--- src/rtl/axi4_lite_arbiter.sv ---
// Shares one AXI4-Lite manager between NUM_REQ requesters, one manager transaction per grant.
// Round-robin by default; define AXI_ARB_FIXED_PRIO_EN for fixed lowest-index-wins priority.
module axi4_lite_arbiter #(
  parameter int NUM_REQ    = 2,
  parameter int ADDR_WIDTH = 32,
  parameter int WIDTH      = 32
) (
  input  logic                          clk,
  input  logic                          rst_n,
  input  logic [NUM_REQ-1:0]            req_rd_en,
  input  logic [NUM_REQ-1:0]            req_wr_en,
  input  logic [NUM_REQ*ADDR_WIDTH-1:0] req_addr,
  input  logic [NUM_REQ*WIDTH-1:0]      req_wr_data,
  input  logic [NUM_REQ*WIDTH/8-1:0]    req_wr_strobe,
  output logic [NUM_REQ-1:0]            req_done,
  output logic [NUM_REQ-1:0]            req_stall,
  output logic [WIDTH-1:0]              req_rd_data,
  output logic                          req_access_fault,
  output logic                          mgr_rd_en,
  output logic                          mgr_wr_en,
  output logic [ADDR_WIDTH-1:0]         mgr_addr,
  output logic [WIDTH-1:0]              mgr_wr_data,
  output logic [WIDTH/8-1:0]            mgr_wr_strobe,
  input  logic [WIDTH-1:0]              mgr_rd_data,
  input  logic                          mgr_access_fault,
  input  logic                          mgr_busy
);
  localparam int STRB_W = WIDTH / 8;

  typedef enum logic [1:0] {S_IDLE, S_ISSUE, S_WAIT, S_DONE} state_t;

  state_t                state;
  logic [2:0]            grant;
  logic                  op_wr;
  logic [ADDR_WIDTH-1:0] addr_q;
  logic [WIDTH-1:0]      wdata_q;
  logic [STRB_W-1:0]     strb_q;
  logic [WIDTH-1:0]      rd_data_q;
  logic                  fault_q;

  logic [NUM_REQ-1:0]    req_any;
  logic                  win_found;
  logic [2:0]            win_idx;
  logic                  sel_wr;
  logic [ADDR_WIDTH-1:0] sel_addr;
  logic [WIDTH-1:0]      sel_wdata;
  logic [STRB_W-1:0]     sel_strb;
  logic                  en_active;

  // A simultaneous read and write request is treated as a write
  assign req_any = req_rd_en | req_wr_en;

`ifdef AXI_ARB_FIXED_PRIO_EN
  always_comb begin
    win_found = 1'b0;
    win_idx   = '0;
    for (int k = NUM_REQ - 1; k >= 0; k--) begin
      if (req_any[k]) begin
        win_found = 1'b1;
        win_idx   = 3'(k);
      end
    end
  end
`else
  logic [2:0] rr_ptr;
  logic [7:0] req_pad;
  logic [3:0] cand;

  always_comb begin
    req_pad              = '0;
    req_pad[NUM_REQ-1:0] = req_any;
  end

  always_comb begin
    win_found = 1'b0;
    win_idx   = '0;
    cand      = '0;
    for (int k = 0; k < NUM_REQ; k++) begin
      cand = {1'b0, rr_ptr} + 4'(k);
      if (cand >= 4'(NUM_REQ)) cand = cand - 4'(NUM_REQ);
      if (!win_found && req_pad[cand[2:0]]) begin
        win_found = 1'b1;
        win_idx   = cand[2:0];
      end
    end
  end

  always_ff @(posedge clk or negedge rst_n) begin
    if (!rst_n)
      rr_ptr <= '0;
    else if (state == S_DONE)
      rr_ptr <= (grant == 3'(NUM_REQ - 1)) ? 3'd0 : grant + 3'd1;
  end
`endif

  always_comb begin
    sel_wr    = 1'b0;
    sel_addr  = '0;
    sel_wdata = '0;
    sel_strb  = '0;
    for (int i = 0; i < NUM_REQ; i++) begin
      if (win_idx == 3'(i)) begin
        sel_wr    = req_wr_en[i];
        sel_addr  = req_addr[i*ADDR_WIDTH +: ADDR_WIDTH];
        sel_wdata = req_wr_data[i*WIDTH +: WIDTH];
        sel_strb  = req_wr_strobe[i*STRB_W +: STRB_W];
      end
    end
  end

  always_ff @(posedge clk or negedge rst_n) begin
    if (!rst_n) begin
      state     <= S_IDLE;
      grant     <= '0;
      op_wr     <= 1'b0;
      addr_q    <= '0;
      wdata_q   <= '0;
      strb_q    <= '0;
      rd_data_q <= '0;
      fault_q   <= 1'b0;
    end else begin
      case (state)
        S_IDLE: if (win_found) begin
          grant   <= win_idx;
          op_wr   <= sel_wr;
          addr_q  <= sel_addr;
          wdata_q <= sel_wdata;
          strb_q  <= sel_strb;
          state   <= S_ISSUE;
        end
        S_ISSUE: if (mgr_busy) state <= S_WAIT;
        S_WAIT: if (!mgr_busy) begin
          if (!op_wr) rd_data_q <= mgr_rd_data;
          fault_q <= mgr_access_fault;
          state   <= S_DONE;
        end
        S_DONE:  state <= S_IDLE;
        default: state <= S_IDLE;
      endcase
    end
  end

  // Enable drops in the same cycle busy falls so the manager never sees a second request
  assign en_active     = (state == S_ISSUE) || (state == S_WAIT && mgr_busy);
  assign mgr_rd_en     = en_active & ~op_wr;
  assign mgr_wr_en     = en_active & op_wr;
  assign mgr_addr      = addr_q;
  assign mgr_wr_data   = wdata_q;
  assign mgr_wr_strobe = strb_q;

  always_comb begin
    req_done = '0;
    for (int i = 0; i < NUM_REQ; i++)
      req_done[i] = (state == S_DONE) && (grant == 3'(i));
  end

  assign req_stall        = req_any & ~req_done;
  assign req_rd_data      = rd_data_q;
  assign req_access_fault = fault_q;
endmodule

--- config.mk ---
export PLATFORM = sky130hd
export DESIGN_NAME = axi4_lite_arbiter
export DESIGN_NICKNAME = d
export VERILOG_FILES = /design/src/rtl/axi4_lite_arbiter.sv
export SDC_FILE = /design/constraint.sdc
export NUM_CORES = 1
export LEC_CHECK = 0
export BUFFER_PORTS_ARGS = -buffer_cell sky130_fd_sc_hd__buf_2
export CAP_MARGIN = 20
export CORE_MARGIN = 5
export CORE_UTILIZATION = 35
export DETAILED_ROUTE_END_ITERATION = 10
export MAX_ROUTING_LAYER = met4
export PLACE_DENSITY = 0.65
export SYNTH_ARGS = -nofsm -noshare
export SYNTH_HDL_FRONTEND = slang
export SYNTH_SLANG_ARGS = --single-unit
--- constraint.sdc ---
create_clock -name clk -period 2.98 [get_ports clk]
set_input_delay 0.447 -clock clk [delete_from_list [all_inputs] [get_ports clk]]
set_output_delay 0.447 -clock clk [all_outputs]
set_load 0.01 [all_outputs]
=== Word-level counts from Yosys, hierarchy flattened ===
Cells that the tools add are included.

* $add $sub $neg: 4
* Multiply operators: 0
* Divide/modulo/power cells: 0
* Magnitude comparators: 4
* Equality and inequality tests: 8
* Shift-type cells: 0
* Multiplexer cells: 23
* Bitwise operators: 7
* Reductions and logical operators: 13

{| class="wikitable"
|+ Operators with widths
! operator !! count
|-
| 2-to-1 mux 32 bit || 4
|-
| 2-to-1 mux 3 bit || 5
|-
| less-than comparator 3 x 4 -> 1 bit, second input constant || 2
|-
| 2-to-1 mux 4 bit || 2
|-
| one-hot mux 2 bit (4 select lines) || 1
|-
| binary-select mux 1 bit (select 3 bit) || 2
|-
| equality test 3 x 1 -> 1 bit, second input constant || 2
|-
| zero test 3 bit || 2
|-
| 2-to-1 mux 1 bit || 6
|-
| 2-to-1 mux 2 bit || 3
|-
| inequality test 2 bit, second input constant || 3
|-
| AND reduction 3 bit || 2
|-
| subtractor 3 x 2 -> 3 bit, second input constant || 2
|-
| adder 3 x 1 -> 4 bit, second input constant || 1
|-
| equality test 2 bit, second input constant || 2
|-
| greater-or-equal comparator 4 x 2 -> 1 bit, second input constant || 1
|-
| logical AND 1 bit || 4
|-
| AND reduction 2 bit || 2
|-
| adder 3 x 1 -> 3 bit, second input constant || 1
|-
| greater-or-equal comparator 3 x 2 -> 1 bit, second input constant || 1
|-
| bitwise AND 1 bit || 2
|-
| bitwise AND 2 bit || 1
|-
| equality test 2 x 1 -> 1 bit, second input constant || 1
|-
| zero test 2 bit || 1
|-
| other kinds (5) || 6
|}

* Register bits after elaboration: 110
* Latch bits: 0
* Memory bits (writable): 0
* Memory bits (read-only): 0
* Bits of input ports: 176
* Output and inout bits: 107
* Memories kept: 0

=== Logic depth before layout (Yosys ltp) ===
Gate-level depths: netlist of run 1.

* Depth after elaboration: 11
* Gate-level depth with buffers: 12

=== Worst setup path after synthesis of run 1 ===
Ideal clock, no wire load.

* Path type: reg2reg
* Start: reg rr_ptr[0]
* End: reg addr_q[22], in the netlist mgr_addr[22]
* Setup time: 0.123 ns
* Arrival: 2.021 ns
* Data required time: 2.857 ns
* Path slack: 0.836 ns
* Cell stages (with the launch flop): 11
* Buffers on the path: 3
* Path through: dfrtp_1 buf_4 inv_1 ha_1 a2111oi_2 nand3_1 nand2_2 buf_6 buf_8 mux2i_1 a21oi_1

* Word-level cells in the longest chain between the ends: 11
* Elaborated cells between the ends (all ways): 22
* Classes of those cells: add/sub: 3; order compare: 2; eq/ne: 1; mux: 12; reduce/logical: 4

{| class="wikitable"
|+ RTL lines
! what !! RTL line !! RTL
|-
| from (decl) || 65 || <nowiki>logic [2:0] rr_ptr;</nowiki>
|-
| from (signal assigned) || 92 || <nowiki>rr_ptr <= (grant == 3'(NUM_REQ - 1)) ? 3'd0 : grant + 3'd1;</nowiki>
|-
| parallel branches: the longest is 11 deep, another holds adder 3 x 1 -> 4 bit || - ||
|-
| to (signal assigned) || 126 || <nowiki>addr_q <= sel_addr;</nowiki>
|-
| to (decl) || 35 || <nowiki>logic [ADDR_WIDTH-1:0] addr_q;</nowiki>
|}

Several ways; the timed one is not identified. The select of a mux whose other input is x is not followed.
A chain may end at the register's enable or synchronous reset.

=== Worst setup path after layout of run 1 ===
* Start: reg rr_ptr[0]
* End: reg wdata_q[18], in the netlist mgr_wr_data[18]

* Word-level cells in the longest chain between the ends: 11
* Elaborated cells between the ends (all ways): 22
* Classes of those cells: add/sub: 3; order compare: 2; eq/ne: 1; mux: 12; reduce/logical: 4

{| class="wikitable"
|+ RTL lines
! what !! RTL line !! RTL
|-
| parallel branches: the longest is 11 deep, another holds adder 3 x 1 -> 4 bit || - ||
|-
| to (signal assigned) || 127 || <nowiki>wdata_q <= sel_wdata;</nowiki>
|-
| to (decl) || 36 || <nowiki>logic [WIDTH-1:0] wdata_q;</nowiki>
|}

Several ways; the timed one is not identified. The select of a mux whose other input is x is not followed.

==> results of run 1 <==
-- synth_stat cells (2+ instances only) --
cell      number  area, um^2
buf_6          3        33.8
nor2b_1        6        37.5
xor2_1         2        17.5
o21ai_0        3        15.0
dfrtp_1      110        2750
a21oi_2       11        96.3
a21o_1         2        15.0
a21oi_1       62         310
buf_2          8        40.0
nor4b_1        2        17.5
mux2_2        33         372
buf_4         12        90.1
o21a_1         2        15.0
mux2i_1       69         691
nand2_1        4        15.0
clkbuf_4       2        15.0
ha_1          10         125
buf_8          2        30.0
inv_1          6        22.5
nor2_1        81         304
-- registers in the layout, summed over array words and instances (netlist names) --
signal            count
req_rd_data          32
rr_ptr                3
mgr_wr_data          32
mgr_addr             32
mgr_wr_strobe         4
req_access_fault      1
grant                 3
state                 2
op_wr                 1
-- layout make-up --
| cell class | instances | area (um^2) | share of cell area [%] |
|---|---|---|---|
| flip-flops and latches | 110 | 2750 | 39.3 |
| multi-input cells | 304 | 2190 | 31.3 |
| repair buffers | 291 | 1530 | 21.8 |
| well taps | 184 | 230 | 3.28 |
| clock buffers | 9 | 225 | 3.21 |
| clock inverters | 7 | 55.1 | 0.785 |
| inverters | 6 | 22.5 | 0.321 |
-- power breakdown --
| group | switching (uW) | leakage, uW | total [uW] | internal (uW) |
|---|---|---|---|---|
| logic | 2340 | 0.00197 | 4280 | 1950 |
| registers | 404 | 0.00126 | 2660 | 2250 |
| clock network | 570 | 0.000138 | 1150 | 578 |
| total | 3310 | 0.00337 | 8090 | 4780 |
-- path summary, 6_finish.rpt --
kind	start	slack [ns]	to	cells past startpoint
worst max register to register	rr_ptr[0]	0.32	mgr_wr_data[18]	8
max in group asynchronous	rst_n	2.08	mgr_wr_data[20]	2
worst max-delay path	rr_ptr[0]	0.32	mgr_wr_data[18]	8
min in group clk	mgr_rd_data[12]	0.32	req_rd_data[12]	2
worst min register to register	req_rd_data[12]	0.49	req_rd_data[12]	1
worst min-delay path	rst_n	0.17	mgr_addr[24]	1
-- metal layers --
metal,vias to the layer above,global-route usage [%],wire [um]
met1,1938,19.7,5760
met2,186,26.5,6880
met5,-,-,0
li1,2104,-,-
met4,0,5.49,221
met3,17,4.66,1120
-- stage by stage --
stage	area [um^2]	util [%]	hold WS, ns
4_1_cts	7010	48.4	0.193
5_1_grt	7010	48.4	0.244
3_5_place_dp	6730	46.5	0.480
6_report	7010	48.4	0.172
3_3_place_gp	6730	46.5	0.463
2_1_floorplan	5160	-	0.151
-- kinds of logic after synthesis --
| group | synth area share, % |
|---|---|
| multiplexers | 20.8 |
| AND/OR/NAND/NOR | 8.07 |
| AO/OA/AOI/OAI | 10.5 |
| XOR/XNOR | 0.339 |
| buffers and inverters | 4.55 |
| adder cells (fa/ha/maj) | 2.42 |
| flip-flops | 53.3 |
==> metrics.csv, run 1 <==
metric,value,unit
drive_gt1_share,49.2,%
status,completed,
async_reset_ff_share,100,%
start_util,35.7,%
final_cells,911,
rsz0062_at_grt,false,
vias,4245,
boundaryPins,283,
slowest_delay,0.57,ns
startpoint_type,flop,
syn2layout_area_growth,35.7,%
worstMarginPinSlew,0.779,ns
fin_total_pwr,8090,uW
worstSetupEndpointType,flop,
antenna_left,0,
crit_buf_inv,2,
grt_max_degree,71,
routabilityCongestion,0.848,
place_hpwl,11000,um
timing.slew.headroom,48.1,%
dp_cells,895,
cts.sinks,110,
crit_arrival,2.89,ns
place_ws,0.296,ns
ys.flop_type,dfrtp_1,
ys_warn_count,0,
cts_buffer_depth,2,
wire_per_inst,15.4,um
grt_pass1_wl,22600,um
grt_pass1_vias,4538,
path_max_fanout,18,
drv_slew,0,
drt_wl_total,14000,um
setup_viol,0,
cts_setup_buffers,0,
netlist_instances,448,
worstPathCellList,inv_1 > ha_1 > a2111oi_2 > nand3_1 > nand2_4 > buf_4 > mux2i_1 > a21oi_1,
timing_hold_violations_final,0,
synth.net_count,634,
final_cell_mix,"281 x buf_2, 110 x dfrtp_1, 81 x nor2_1",
die_height,131,um
grt_overflow,0,
synth_edf_count,0,
cts-hold-fix-buffers,0,
die_x,131,um
crit_family,flip-flops,
p_leak,0.00337,uW
yosysSeqAreaShare,53.3,%
ys_types,38,
period_share,89.1,%
cts_tree,built,
ys_ff_latch,110,
finalSetupTns,0,ns
cts_inserted_buffers,9,
core-area,14500,um^2
syn_area,5160,um^2
clk_latency,0.35,ns
final_common_cell,buf_2,
num_antenna_cells,0,
critPathKind,reg -> reg,
ctsResizeCount,0,
crit_slowest_cell,dfrtp_1,
root_buffer,clkbuf_16,
fin_ws,0.324,ns
layout.nets,908,
drtIter0Drc,201,
port-buffer-count,282,
die-area,17300,um^2
hold_class,in -> async,
firstDrtPassIters,4,
irDropWorstVdd,609,uV
fmax,0.376,GHz
post_drt_via_cell_ratio,4.66,
period_minus_slack,2.66,ns
cts.htree.levels,3,
clk_pin_slew,0.08,ns
grt_usage,16.4,%
antenna_found_initial,0,
fillers,1328,
syn_avg_cell_area,11.5,um^2
row_count,44,
skew,0.0103,ns
drc_errors,0,
power_density,1150,nW/um^2
cp.required,3.21,ns
maxCapViolations,0,
No activity file was read; power rests on OpenSTA's default activity.
==> inputs of run 2 (changes only) <==
--- a/config.mk
+++ b/config.mk
@@ -5,6 +5,7 @@
 export SDC_FILE = /design/constraint.sdc
 export NUM_CORES = 1
 export LEC_CHECK = 0
+export ABC_CLOCK_PERIOD_IN_PS = 2500
 export BUFFER_PORTS_ARGS = -buffer_cell sky130_fd_sc_hd__buf_2
 export CAP_MARGIN = 20
 export CORE_MARGIN = 5
==> constraint.sdc (replaced) <==
create_clock -name clk -period 2.5 [get_ports clk]
set_input_delay 0.375 -clock clk [delete_from_list [all_inputs] [get_ports clk]]
set_output_delay 0.375 -clock clk [all_outputs]
set_load 0.01 [all_outputs]
==> metrics.csv, run 2 (synthesis results as in run 1) <==
metric,value,unit
routabilityCongestion,0.861,
crit-reg2reg-launch,rr_ptr[0],
timing.slew.headroom,60.2,%
final_common_cell,buf_2,
row_count,44,
hold_class,in -> async,
die_height,131,um
worstMarginPinSlew,0.589,ns
fin_ws,0.184,ns
cts.sinks,110,
switching_share,40.3,%
root_buffer,clkbuf_16,
boundaryPins,283,
syn2layout_area_growth,37.9,%
skew,0.0108,ns
cts_tree,built,
drv_slew,0,
drt_wl_total,13700,um
layout.nets,916,
num_antenna_cells,0,
maxCapViolations,0,
port-buffer-count,282,
power_frac_seq,31.8,%
antenna_left,0,
switchingPower,4000,uW
fmax,0.432,GHz
crit_path_end,state[1],
cts.htree.levels,3,
worstSetupEndpointType,flop,
final_cells,919,
cts_buffer_depth,2,
seqCellArea,2750,um^2
drive_gt1_share,49.8,%
crit_start,rr_ptr[0],
place_hpwl,11100,um
cts_inserted_buffers,9,
crit_arrival,2.55,ns
clk_latency,0.35,ns
start_util,35.7,%
drtIter0Drc,197,
critPathKind,reg -> reg,
fillers,1330,
grt_usage,16.0,%
finalSetupTns,0,ns
firstDrtPassIters,4,
drc_errors,0,
timing_hold_violations_final,0,
period_minus_slack,2.32,ns
clk_pin_slew,0.08,ns
period_share,92.6,%
p_leak,0.00343,uW
die-area,17300,um^2
final_util,49.2,%
antenna_found_initial,0,
rr_endpoint,state[1],
combPwrFrac,54.1,%
rsz0062_at_grt,false,
setup_viol,0,
startpoint_type,flop,
grt_pass1_vias,4412,
p_int,5930,uW
rrSetupSlack,0.18,ns
wire_per_inst,14.9,um
dp_cells,900,
grt_pass1_wl,22100,um
reg2reg_depth,8,
vias,4319,
core-area,14500,um^2
die_x,131,um
final_cell_mix,"281 x buf_2, 110 x dfrtp_1, 81 x nor2_1",
whs,0.00205,ns
grt_max_degree,60,
multiInputGateArea,2190,um^2
grt_overflow,0,
path_max_fanout,9,
status,completed,
cp.required,2.73,ns
post_drt_via_cell_ratio,4.70,
pwr-share-clk,14.1,%
place_ws,0.170,ns
cts-hold-fix-buffers,0,
power_density,1400,nW/um^2
irDropWorstVdd,627,uV
## run 2: through the flow
step	power (uW)	cell area, um^2
global route	10700	7120
global placement	8350	6780
CTS	9950	7070
detailed placement	8540	6780
floorplan	6780	5160
finish	9940	7120
## run 2: worst min path at each step
stage                             endpoint  slack [ns]  depth (start not counted)
final                         mgr_addr[24]       0.002                          1
after global routing      mgr_wr_strobe[0]        0.04                          1
after CTS                     mgr_addr[24]        0.02                          1
after detailed placement  mgr_wr_strobe[3]        0.40                          1
after global placement    mgr_wr_strobe[3]        0.39                          1
after floorplan                   grant[0]        0.08                          0
## run 2: repair_timing
| action | 4_1_cts | 5_1_grt |
|---|---|---|
| resized for setup | 0 | 0 |
| endpoints found under the setup margin | 0 | 4 |
| buffers inserted | 0 | 3 |
## run 2: cell type report
cell class                      instances  share of cell area (%)
Clock buffer                           10                    3.36
Clock inverter                          6                   0.773
Inverter                                6                   0.316
Multi-Input combinational cell        304                    30.8
Sequential cell                       110                    38.7
Tap cell                              184                    3.23
Timing Repair Buffer                  299                    22.9
## run 2: worst max-delay path, cell delays in order, from the launching register on
cell and delay [ns]:
dfrtp_1 0.43, buf_4 0.19, ha_1 0.23, a21o_1 0.16, a21o_1 0.20, a211oi_2 0.25, nor2_1 0.08, a221oi_2 0.30
mux2_2 0.38
## run 2: metal layers
layer	global-route usage, %	share of wire [%]	vias to the layer above
li1	-	-	2129
met1	19.1	41	1972
met2	26.2	49	205
met3	5.16	9.1	13
met4	4.34	1.4	0
met5	-	0	-
## run 2: power groups by stage
stage | logic (uW) | registers [uW] | clock network [uW]
detailed placement | 5350 | 3180 | 0
finish | 5380 | 3160 | 1400
global route | 5910 | 3290 | 1520
floorplan | 3230 | 3550 | 0
global placement | 5190 | 3160 | 0
CTS | 5340 | 3170 | 1440
